$ cat config.mk
export PLATFORM = sky130hd
export DESIGN_NAME = cipher_arbiter_flat
export DESIGN_NICKNAME = d
export VERILOG_FILES = /design/src/rtl/cipher_arbiter_if.sv /design/src/rtl/cipher_arbiter.sv /design/src/flat_wrapper.sv
export SDC_FILE = /design/constraint.sdc
export NUM_CORES = 1
export LEC_CHECK = 0
export ABC_AREA = 1
export CORE_MARGIN = 4
export CORE_UTILIZATION = 25
export CTS_CLUSTER_SIZE = 30
export DETAILED_ROUTE_END_ITERATION = 8
export MAX_ROUTING_LAYER = met4
export PLACE_DENSITY = 0.52
export RECOVER_POWER = 50
export SYNTH_ARGS = -nofsm -noshare
export SYNTH_HDL_FRONTEND = slang
export SYNTH_SLANG_ARGS = --single-unit
$ cat constraint.sdc
create_clock -name clk -period 5.5 [get_ports clk]
set_clock_uncertainty 0.1 [all_clocks]
set_input_delay 1.1 -clock clk [delete_from_list [all_inputs] [get_ports clk]]
set_output_delay 1.1 -clock clk [all_outputs]
set_load 0.01 [all_outputs]
$ cat src/rtl/cipher_arbiter_if.sv
`timescale 1ns/1ps
`default_nettype none
// +----------------------------------------------------------------------------+
// | cipher_arbiter_if                                                          |
// | Requester, key-write, response and cipher-core signals of cipher_arbiter.  |
// | Rev 1.0                                                                    |
// +----------------------------------------------------------------------------+
interface cipher_arbiter_if;
    logic [1:0]  req_valid;
    logic [15:0] req_data;
    logic [1:0]  req_ready;
    logic        key_wr;
    logic        key_sel;
    logic [2:0]  key_idx;
    logic [7:0]  key_data;
    logic        rsp_valid;
    logic        rsp_ready;
    logic [7:0]  rsp_data;
    logic        rsp_id;
    logic        rsp_err;
    logic        cipher_activate;
    logic [7:0]  cipher_in;
    logic [7:0]  cipher_key;
    logic [7:0]  cipher_out;
    logic        cipher_done;

    // Arbiter side
    modport slave (
        input  req_valid, req_data, key_wr, key_sel, key_idx, key_data,
        input  rsp_ready, cipher_out, cipher_done,
        output req_ready, rsp_valid, rsp_data, rsp_id, rsp_err,
        output cipher_activate, cipher_in, cipher_key
    );

    // Environment side (requesters, consumer, cipher core)
    modport master (
        output req_valid, req_data, key_wr, key_sel, key_idx, key_data,
        output rsp_ready, cipher_out, cipher_done,
        input  req_ready, rsp_valid, rsp_data, rsp_id, rsp_err,
        input  cipher_activate, cipher_in, cipher_key
    );
endinterface
`default_nettype wire

$ cat src/rtl/cipher_arbiter.sv
`timescale 1ns/1ps
`default_nettype none
// +----------------------------------------------------------------------------+
// | cipher_arbiter                                                             |
// | Round-robin sequencer of the shared XOR cipher for two byte requesters,    |
// | each with its own rolling key. Optional watchdog: CIPHER_TIMEOUT_EN.       |
// | Rev 1.0                                                                    |
// +----------------------------------------------------------------------------+
module cipher_arbiter #(
    parameter int KEY_LEN        = 4,
    parameter int TIMEOUT_CYCLES = 16
) (
    input  wire logic       clk,
    input  wire logic       rst,
    cipher_arbiter_if.slave bus
);
    typedef enum logic [1:0] {
        S_IDLE    = 2'd0,
        S_ISSUE   = 2'd1,
        S_WAIT    = 2'd2,
        S_RESPOND = 2'd3
    } state_t;

    localparam logic [3:0] C_KEY_LEN  = 4'(KEY_LEN);
    localparam logic [2:0] C_PTR_LAST = 3'(KEY_LEN - 1);

    state_t     state_q, state_d;
    logic [7:0] key_q [2][8];
    logic [2:0] ptr_q [2];
    logic       prio_q;
    logic       id_q;
    logic [7:0] in_q;
    logic [7:0] ckey_q;
    logic [7:0] rsp_data_q;

    logic       gnt;
    logic       handshake;
    logic       done_take;
    logic       rsp_fire;
    logic       timeout;
    logic       adv_ok;
    logic       key_wr_ok;
    logic       activate;
    logic       rsp_valid;

    // A lone valid requester wins; on contention prio_q names the one not served last.
    always_comb begin
        gnt = prio_q;
        if (bus.req_valid == 2'b01) begin
            gnt = 1'b0;
        end else if (bus.req_valid == 2'b10) begin
            gnt = 1'b1;
        end
    end

    assign handshake = (state_q == S_IDLE) && bus.req_valid[gnt];
    assign done_take = (state_q == S_WAIT) && bus.cipher_done;
    assign rsp_fire  = (state_q == S_RESPOND) && bus.rsp_ready;
    assign key_wr_ok = bus.key_wr && ({1'b0, bus.key_idx} < C_KEY_LEN);

    always_ff @(posedge clk or posedge rst) begin
        if (rst) begin
            state_q <= S_IDLE;
        end else begin
            state_q <= state_d;
        end
    end

    always_comb begin
        state_d   = state_q;
        activate  = 1'b0;
        rsp_valid = 1'b0;
        case (state_q)
            S_IDLE: begin
                if (handshake) begin
                    state_d = S_ISSUE;
                end
            end
            S_ISSUE: begin
                activate = 1'b1;
                state_d  = S_WAIT;
            end
            S_WAIT: begin
                if (done_take || timeout) begin
                    state_d = S_RESPOND;
                end
            end
            S_RESPOND: begin
                rsp_valid = 1'b1;
                if (bus.rsp_ready) begin
                    state_d = S_IDLE;
                end
            end
            default: state_d = S_IDLE;
        endcase
    end

`ifdef CIPHER_TIMEOUT_EN
    localparam int             TW         = (TIMEOUT_CYCLES > 1) ? $clog2(TIMEOUT_CYCLES) : 1;
    localparam logic [TW-1:0]  C_TMO_LAST = TW'(TIMEOUT_CYCLES - 1);

    logic [TW-1:0] tmr_q;
    logic          rsp_err_q;

    // A done arriving on the last allowed cycle still counts as a good result.
    assign timeout = (state_q == S_WAIT) && (tmr_q == C_TMO_LAST) && !bus.cipher_done;
    assign adv_ok  = !rsp_err_q;

    always_ff @(posedge clk or posedge rst) begin
        if (rst) begin
            tmr_q     <= '0;
            rsp_err_q <= 1'b0;
        end else begin
            if ((state_q == S_WAIT) && !timeout && !bus.cipher_done) begin
                tmr_q <= tmr_q + 1'b1;
            end else begin
                tmr_q <= '0;
            end
            if (done_take) begin
                rsp_err_q <= 1'b0;
            end else if (timeout) begin
                rsp_err_q <= 1'b1;
            end
        end
    end

    assign bus.rsp_err = rsp_err_q;
`else
    assign timeout     = 1'b0;
    assign adv_ok      = 1'b1;
    assign bus.rsp_err = 1'b0;
`endif

    always_ff @(posedge clk or posedge rst) begin
        if (rst) begin
            for (int r = 0; r < 2; r++) begin
                ptr_q[r] <= '0;
                for (int b = 0; b < 8; b++) begin
                    key_q[r][b] <= '0;
                end
            end
            prio_q     <= 1'b0;
            id_q       <= 1'b0;
            in_q       <= '0;
            ckey_q     <= '0;
            rsp_data_q <= '0;
        end else begin
            if (handshake) begin
                id_q   <= gnt;
                in_q   <= gnt ? bus.req_data[15:8] : bus.req_data[7:0];
                ckey_q <= key_q[gnt][ptr_q[gnt]];
            end
            if (done_take) begin
                rsp_data_q <= bus.cipher_out;
            end else if (timeout) begin
                rsp_data_q <= '0;
            end
            if (rsp_fire) begin
                prio_q <= ~id_q;
                if (adv_ok) begin
                    ptr_q[id_q] <= (ptr_q[id_q] == C_PTR_LAST) ? 3'd0 : ptr_q[id_q] + 3'd1;
                end
            end
            // A key write to index 0 restarts that requester's key sequence, winning over an advance.
            if (key_wr_ok) begin
                key_q[bus.key_sel][bus.key_idx] <= bus.key_data;
                if (bus.key_idx == 3'd0) begin
                    ptr_q[bus.key_sel] <= '0;
                end
            end
        end
    end

    assign bus.req_ready       = handshake ? (gnt ? 2'b10 : 2'b01) : 2'b00;
    assign bus.cipher_activate = activate;
    assign bus.cipher_in       = in_q;
    assign bus.cipher_key      = ckey_q;
    assign bus.rsp_valid       = rsp_valid;
    assign bus.rsp_data        = rsp_data_q;
    assign bus.rsp_id          = id_q;
endmodule
`default_nettype wire

$ cat src/flat_wrapper.sv
// flat-port wrapper written by rule: the top's interface ports become plain ports
module cipher_arbiter_flat 
#(
    parameter int KEY_LEN        = 4,
    parameter int TIMEOUT_CYCLES = 16
)
  (clk, rst, bus_req_valid, bus_req_data, bus_key_wr, bus_key_sel, bus_key_idx, bus_key_data, bus_rsp_ready, bus_cipher_out, bus_cipher_done, bus_req_ready, bus_rsp_valid, bus_rsp_data, bus_rsp_id, bus_rsp_err, bus_cipher_activate, bus_cipher_in, bus_cipher_key);
  cipher_arbiter_if bus_i ();
  input  wire logic clk;
  input  wire logic rst;
  input wire logic [$bits(bus_i.req_valid)-1:0] bus_req_valid;
  input wire logic [$bits(bus_i.req_data)-1:0] bus_req_data;
  input wire logic [$bits(bus_i.key_wr)-1:0] bus_key_wr;
  input wire logic [$bits(bus_i.key_sel)-1:0] bus_key_sel;
  input wire logic [$bits(bus_i.key_idx)-1:0] bus_key_idx;
  input wire logic [$bits(bus_i.key_data)-1:0] bus_key_data;
  input wire logic [$bits(bus_i.rsp_ready)-1:0] bus_rsp_ready;
  input wire logic [$bits(bus_i.cipher_out)-1:0] bus_cipher_out;
  input wire logic [$bits(bus_i.cipher_done)-1:0] bus_cipher_done;
  output wire logic [$bits(bus_i.req_ready)-1:0] bus_req_ready;
  output wire logic [$bits(bus_i.rsp_valid)-1:0] bus_rsp_valid;
  output wire logic [$bits(bus_i.rsp_data)-1:0] bus_rsp_data;
  output wire logic [$bits(bus_i.rsp_id)-1:0] bus_rsp_id;
  output wire logic [$bits(bus_i.rsp_err)-1:0] bus_rsp_err;
  output wire logic [$bits(bus_i.cipher_activate)-1:0] bus_cipher_activate;
  output wire logic [$bits(bus_i.cipher_in)-1:0] bus_cipher_in;
  output wire logic [$bits(bus_i.cipher_key)-1:0] bus_cipher_key;
  assign bus_i.req_valid = bus_req_valid;
  assign bus_i.req_data = bus_req_data;
  assign bus_i.key_wr = bus_key_wr;
  assign bus_i.key_sel = bus_key_sel;
  assign bus_i.key_idx = bus_key_idx;
  assign bus_i.key_data = bus_key_data;
  assign bus_i.rsp_ready = bus_rsp_ready;
  assign bus_i.cipher_out = bus_cipher_out;
  assign bus_i.cipher_done = bus_cipher_done;
  assign bus_req_ready = bus_i.req_ready;
  assign bus_rsp_valid = bus_i.rsp_valid;
  assign bus_rsp_data = bus_i.rsp_data;
  assign bus_rsp_id = bus_i.rsp_id;
  assign bus_rsp_err = bus_i.rsp_err;
  assign bus_cipher_activate = bus_i.cipher_activate;
  assign bus_cipher_in = bus_i.cipher_in;
  assign bus_cipher_key = bus_i.cipher_key;
  cipher_arbiter #(.KEY_LEN(KEY_LEN), .TIMEOUT_CYCLES(TIMEOUT_CYCLES)) u_core (.clk(clk), .rst(rst), .bus(bus_i));
endmodule
==> flow_summary.json, run 1 <==
{
  "combPwrFrac": 0.314,
  "start_util": 0.2564,
  "p_sw_w": 0.001421,
  "setup-tns-final_ps": 0,
  "rsz0062_at_grt": "no",
  "post_drt_wl_per_cell_um": 14.07,
  "viasPerCell": 4.226,
  "cts_resized": 0,
  "required_ps": 4300,
  "tightestPinTransition_ps": 2228,
  "syn-num-nets": 912,
  "port_buffers": 71,
  "dp.final_hpwl_um": 10740,
  "cts_num_sinks": 162,
  "clock_path_buffers": 2,
  "gr-total-overflow": 0,
  "powerDensity_nw_per_um2": 481.3,
  "drive_gt1_frac": 0.07094,
  "ios": 73,
  "drc": 0,
  "synth_top_family_by_area": "simple AND/OR/NAND/NOR gates",
  "power_w": 0.004171,
  "synth_xor_area_frac": 0.001216,
  "grt_use_total": 0.1193,
  "fin_crit_sh": 0.8376,
  "start_kind": "input pin",
  "path_clk_slew_ps": 60,
  "ys_seq_area_frac": 0.5630,
  "rrSetupSlack_ps": 2710,
  "r2r-start": "u_core.prio_q",
  "hp-class": "flip-flop to flip-flop",
  "yosysUniqueCellTypes": 28,
  "drt-total-wl_um": 17620,
  "drv_cap": 1,
  "synth_ff_type": "dfrtp_1",
  "ir_drop_uv": 277.7,
  "numCtsBuffers": 17,
  "layout_common_cells": "nand2_1, dfrtp_1, nand3_1, clkdlybuf4s50_1, o21ai_0",
  "critPathKind": "input pin to output port",
  "final_common_cell": "nand2_1",
  "design.core.area_um2": 28090,
  "slew_viol_final": 163,
  "clock_latency_ps": 420,
  "hold_buffers": 0,
  "detail-route-antenna-nets": 0,
  "violations": "max-capacitance violations, max-slew violations",
  "fp-row-count": 61,
  "finalSetupViolCount": 0,
  "ys_ff_latch": 162,
  "vias": 5291,
  "clockPowerShare": 0.325,
  "finalHoldViolCount": 0,
  "nNetsFinal": 909,
  "dr.first_iter.drc_count": 326,
  "synthArstFlopShare": 1.000,
  "grt_max_degree": 163,
  "cts-root-buf": "clkbuf_16",
  "crit_arrival_ps": 3410,
  "synth-simple-area-share": 0.2738,
  "min_from": "u_core.key_q[8]",
  "grt_pass1_vias": 5308,
  "holdWs_ps": 274.8,
  "syn_avg_cell_area_um2": 8.334,
  "synth_cells": 864,
  "p_int_w": 0.002750,
  "die_w_um": 177.7,
  "yosys_warnings": 0,
  "yosys-mux-area-fraction": 0.01251,
  "leakage_nw": 4.185,
  "worst-path-max-fanout": 23,
  "area_growth_pct": 20.33,
  "crit_path_end_kind": "output port",
  "synth-edff-count": 0,
  "dieHeight_um": 177.7,
  "antenna_found_initial": 0,
  "first_pass_iters": 6,
  "fin_crit_ps": 4607,
  "cts_tree": "yes",
  "grt_pass1_wl_um": 29040,
  "swShare": 0.3406,
  "post_cts_buffers": 0,
  "status": "finished, violations left",
  "cp-startpoint": "bus_req_valid[1]",
  "max_freq_mhz": 217.1,
  "synth_adder_area_share": 0.008688,
  "gp_congestion": 0.7572,
  "relSlewSlack": -0.4854,
  "htreeDepth": 4,
  "antennaDiodeCount": 0,
  "seqPwrFrac": 0.361,
  "synth_compound_area_frac": 0.06082,
  "dieArea_um2": 31580,
  "syn_area_um2": 7201
}
metal layers:
| layer | wire [µm] | global-route usage | vias to the layer above |
|---|---|---|---|
| li1 | - | - | 2701 |
| met5 | 0 | - | - |
| met4 | 194 | 0.03448 | 0 |
| met1 | 9012 | 0.1697 | 2495 |
| met2 | 7813 | 0.1729 | 84 |
| met3 | 596 | 0.02365 | 11 |
logic make-up (layout without fill, tap and decap cells):
kind of cell	after synthesis	in the layout
and+or+nand+nor	476	476
DFF	162	162
buffers and inverters	131	141
AOI/OAI and AO/OA	80	80
muxes	8	8
adders and majority gates	5	5
other	1	1
xor gates and xnor gates	1	1
cell type report:
| class | instances | area (µm²) |
|---|---|---|
| Clock inverter | 12 | 229.0 |
| Inverter | 30 | 116.4 |
| Sequential cell | 162 | 4054 |
| Clock buffer | 20 | 446.7 |
| Fill cell | 3026 | 19420 |
| Tap cell | 378 | 473.0 |
| Multi-Input combinational cell | 571 | 2575 |
| Timing Repair Buffer | 79 | 770.7 |
path summary, 6_finish.rpt:
| kind | end | depth (start not counted) |
|---|---|---|
| worst max-delay path | bus_req_ready[0] | 7 |
| worst min-delay path | u_core.key_q[8] | 0 |
| worst max register to register | u_core.bus.cipher_key[0] | 11 |
| worst min register to register | u_core.key_q[8] | 0 |
| max in group asynchronous | u_core.prio_q | 3 |
| min in group asynchronous | u_core.key_q[99] | 3 |
synthesized netlist by cell type, types with 2 or more instances:
master,n,share of area
nor3_1,5,0.0035
inv_1,25,0.013
o21ai_4,2,0.0045
buf_4,5,0.0052
nand2_2,2,0.0017
dfrtp_1,162,0.56
inv_2,5,0.0026
ha_1,5,0.0087
buf_6,5,0.0078
nand2_1,341,0.18
a21oi_1,13,0.0090
buf_2,19,0.013
clkbuf_1,72,0.038
nor2_1,17,0.0089
mux2_2,8,0.013
nand3_1,106,0.074
a211oi_1,2,0.0021
o21ai_0,60,0.042
sequential cells by signal, summed over array words and instances (netlist names):
name                   cells
u_core.key_q             128
u_core.bus.cipher_key      8
u_core.state_q             2
u_core.prio_q              1
u_core.ptr_q               6
u_core.bus.rsp_id          1
u_core.bus.rsp_data        8
u_core.bus.cipher_in       8
power groups by stage:
stage / clock [W] / sequential [W] / combinational [W]
after floorplan: 0 / 0.00155 / 0.000804
after global placement: 0 / 0.00152 / 0.00132
after detailed placement: 0 / 0.00153 / 0.00132
after CTS: 0.00139 / 0.00151 / 0.00133
after global routing: 0.00143 / 0.00153 / 0.00146
final: 0.00136 / 0.00151 / 0.00131
critical path, stage by stage:
cell,delay (ps)
dlygate4sd3_1,600
nand2_1,100
nand2_2,70
nand2_4,260
inv_2,230
nor2_2,400
clkdlybuf4s50_1,630
per-stage QoR:
step / instance area [µm²] / setup slack [ps] / std cells / utilization
6_report: 8665 / 893.1 / 1252 / 0.3085
5_1_grt: 8665 / 712.2 / 1252 / 0.3085
4_1_cts: 8677 / 968.1 / 1252 / 0.3089
3_5_place_dp: 8001 / 972.5 / 1220 / 0.2849
3_3_place_gp: 8001 / 1029 / 1220 / 0.2849
2_1_floorplan: 7204 / 2243 / 864 / -
Note: power is estimated with default switching activity, not from simulation.
==> run 2: changes to the inputs <==
Clock period 5.5 ns to 4 ns, I/O delays scaled along.
==> run 2 against run 1 <==
Effect of this change: total power increased by 32%; setup slack got worse by 320 ps; non-clock buffer count increased by 6; combinational power increased by 38%; largest cell class unchanged; cell area about the same; clock-buffer cell count unchanged; the run now ends clean; utilization about the same; via count increased by 1.4%; critical endpoint is now bus_req_ready[1].
==> flow_summary.json, run 2 (synthesis gave the netlist of run 1 again) <==
{
  "crit_arrival_ps": 2520,
  "p_sw_w": 0.001914,
  "fin_crit_ps": 3424,
  "start_kind": "input pin",
  "dp_worst_setup_slack_ps": 681.1,
  "path_clk_slew_ps": 60,
  "required_ps": 3100,
  "die_w_um": 177.7,
  "crit_chain": "dlygate4sd3_1 -> nand2_1 -> nand2_1 -> nand2_4 -> nor2_4 -> clkdlybuf4s50_1",
  "leakage_nw": 4.187,
  "top_register": "u_core.key_q",
  "fillerInstances": 3067,
  "vias": 5363,
  "cpPeakStageDelay_ps": 620,
  "numCtsBuffers": 17,
  "setup_ws_ps": 576.3,
  "post-route-util": 0.3084,
  "max_freq_mhz": 292.1,
  "clock_latency_ps": 430,
  "finalSetupViolCount": 0,
  "hp-class": "flip-flop to flip-flop",
  "clockPowerShare": 0.292,
  "nNetsFinal": 915,
  "rsz0062_at_grt": "no",
  "layout_common_cells": "nand2_1, dfrtp_1, nand3_1, clkdlybuf4s50_1, o21ai_0",
  "first_pass_iters": 5,
  "grt_max_degree": 78,
  "largest_register_ffs": 128,
  "fin_crit_sh": 0.8559,
  "gr-total-overflow": 0,
  "final_common_cell": "nand2_1",
  "dieArea_um2": 31580,
  "combPwrFrac": 0.329,
  "area_growth_pct": 20.28,
  "status": "completed",
  "ios": 73,
  "ir_drop_uv": 272.8,
  "crit_path_end_kind": "output port",
  "cts_resized": 0,
  "post_drt_wl_per_cell_um": 14.10,
  "cts_tree": "yes",
  "dr.first_iter.drc_count": 307,
  "cts_num_sinks": 162,
  "clock_path_buffers": 2,
  "drc": 0,
  "post_cts_buffers": 0,
  "design.core.area_um2": 28090,
  "grt_pass1_wl_um": 29780,
  "port_buffers": 71,
  "dieHeight_um": 177.7,
  "start_util": 0.2564,
  "drv_cap": 0,
  "drt-total-wl_um": 17740,
  "grt_use_total": 0.1227,
  "swShare": 0.3482,
  "detail-route-antenna-nets": 0,
  "viasPerCell": 4.263,
  "hold_buffers": 0,
  "cts-root-buf": "clkbuf_16",
  "setup-tns-final_ps": 0,
  "antennaDiodeCount": 0,
  "slew_viol_final": 0,
  "powerDensity_nw_per_um2": 634.9,
  "tightestPinTransition_ps": 1250,
  "multiInputGateArea_um2": 2572,
  "htreeDepth": 4,
  "final_area_um2": 8661,
  "gp_congestion": 0.7902,
  "worst-path-max-fanout": 10,
  "grt_pass1_vias": 5481,
  "p_int_w": 0.003584,
  "fp-row-count": 61,
  "crit_slowest_cell": "dlygate4sd3_1",
  "dpl-instance-area_um2": 8084,
  "drive_gt1_frac": 0.07614,
  "antenna_found_initial": 0,
  "relSlewSlack": 0.1620,
  "critPathKind": "input pin to output port",
  "dp.final_hpwl_um": 11590,
  "finalHoldViolCount": 0,
  "regArea_um2": 4054,
  "cpMostUsedCell": "nand2_1",
  "seqPwrFrac": 0.379
}
run 2: area by class of cell:
cell class,instances,share of cell area
repair buffers,85,0.09997
multi-input cells,571,0.2970
flip-flops and latches,162,0.4681
well taps,378,0.05461
clock inverters,12,0.01560
clock buffers,20,0.05157
inverters,30,0.01315
run 2: final timing paths:
kind / from / end / slack, ps / cells past startpoint
min in group asynchronous: rst / u_core.key_q[47] / 990 / 2
worst min-delay path: u_core.key_q[73] / u_core.key_q[73] / 270 / 0
worst max-delay path: bus_req_valid[1] / bus_req_ready[1] / 580 / 6
worst max register to register: u_core.prio_q / u_core.bus.cipher_key[7] / 1680 / 13
worst min register to register: u_core.key_q[73] / u_core.key_q[73] / 270 / 0
max in group asynchronous: rst / u_core.key_q[22] / 1860 / 3
run 2: routing by layer:
metal,part of all wire,vias to the layer above,GRT usage
li1,-,2709,-
met3,0.036,9,0.02599
met5,0,-,-
met2,0.43,103,0.1786
met4,0.0094,0,0.03706
met1,0.52,2542,0.1721
run 2: stage by stage:
stage | hold WS, ps | power (W) | std cells
after CTS | 279.3 | 0.005588 | 1258
after floorplan | 329.4 | 0.003231 | 864
final | 274.2 | 0.005498 | 1258
after detailed placement | 265.6 | 0.003951 | 1226
after global routing | 283.9 | 0.005886 | 1258
after global placement | 264.9 | 0.003932 | 1226
run 2: worst max-delay path: cells and delay by family:
family | cells | cell delay, ps
buf+inv | 2 | 1210
simple gates | 4 | 510
run 2: power by group through the flow:
stage,Combinational [W],Clock (W),Sequential [W]
floorplan,0.00110,0,0.00213
finish,0.00181,0.00161,0.00208
detailed placement,0.00184,0,0.00211
global route,0.00204,0.00173,0.00211
CTS,0.00185,0.00166,0.00208
global placement,0.00182,0,0.00211
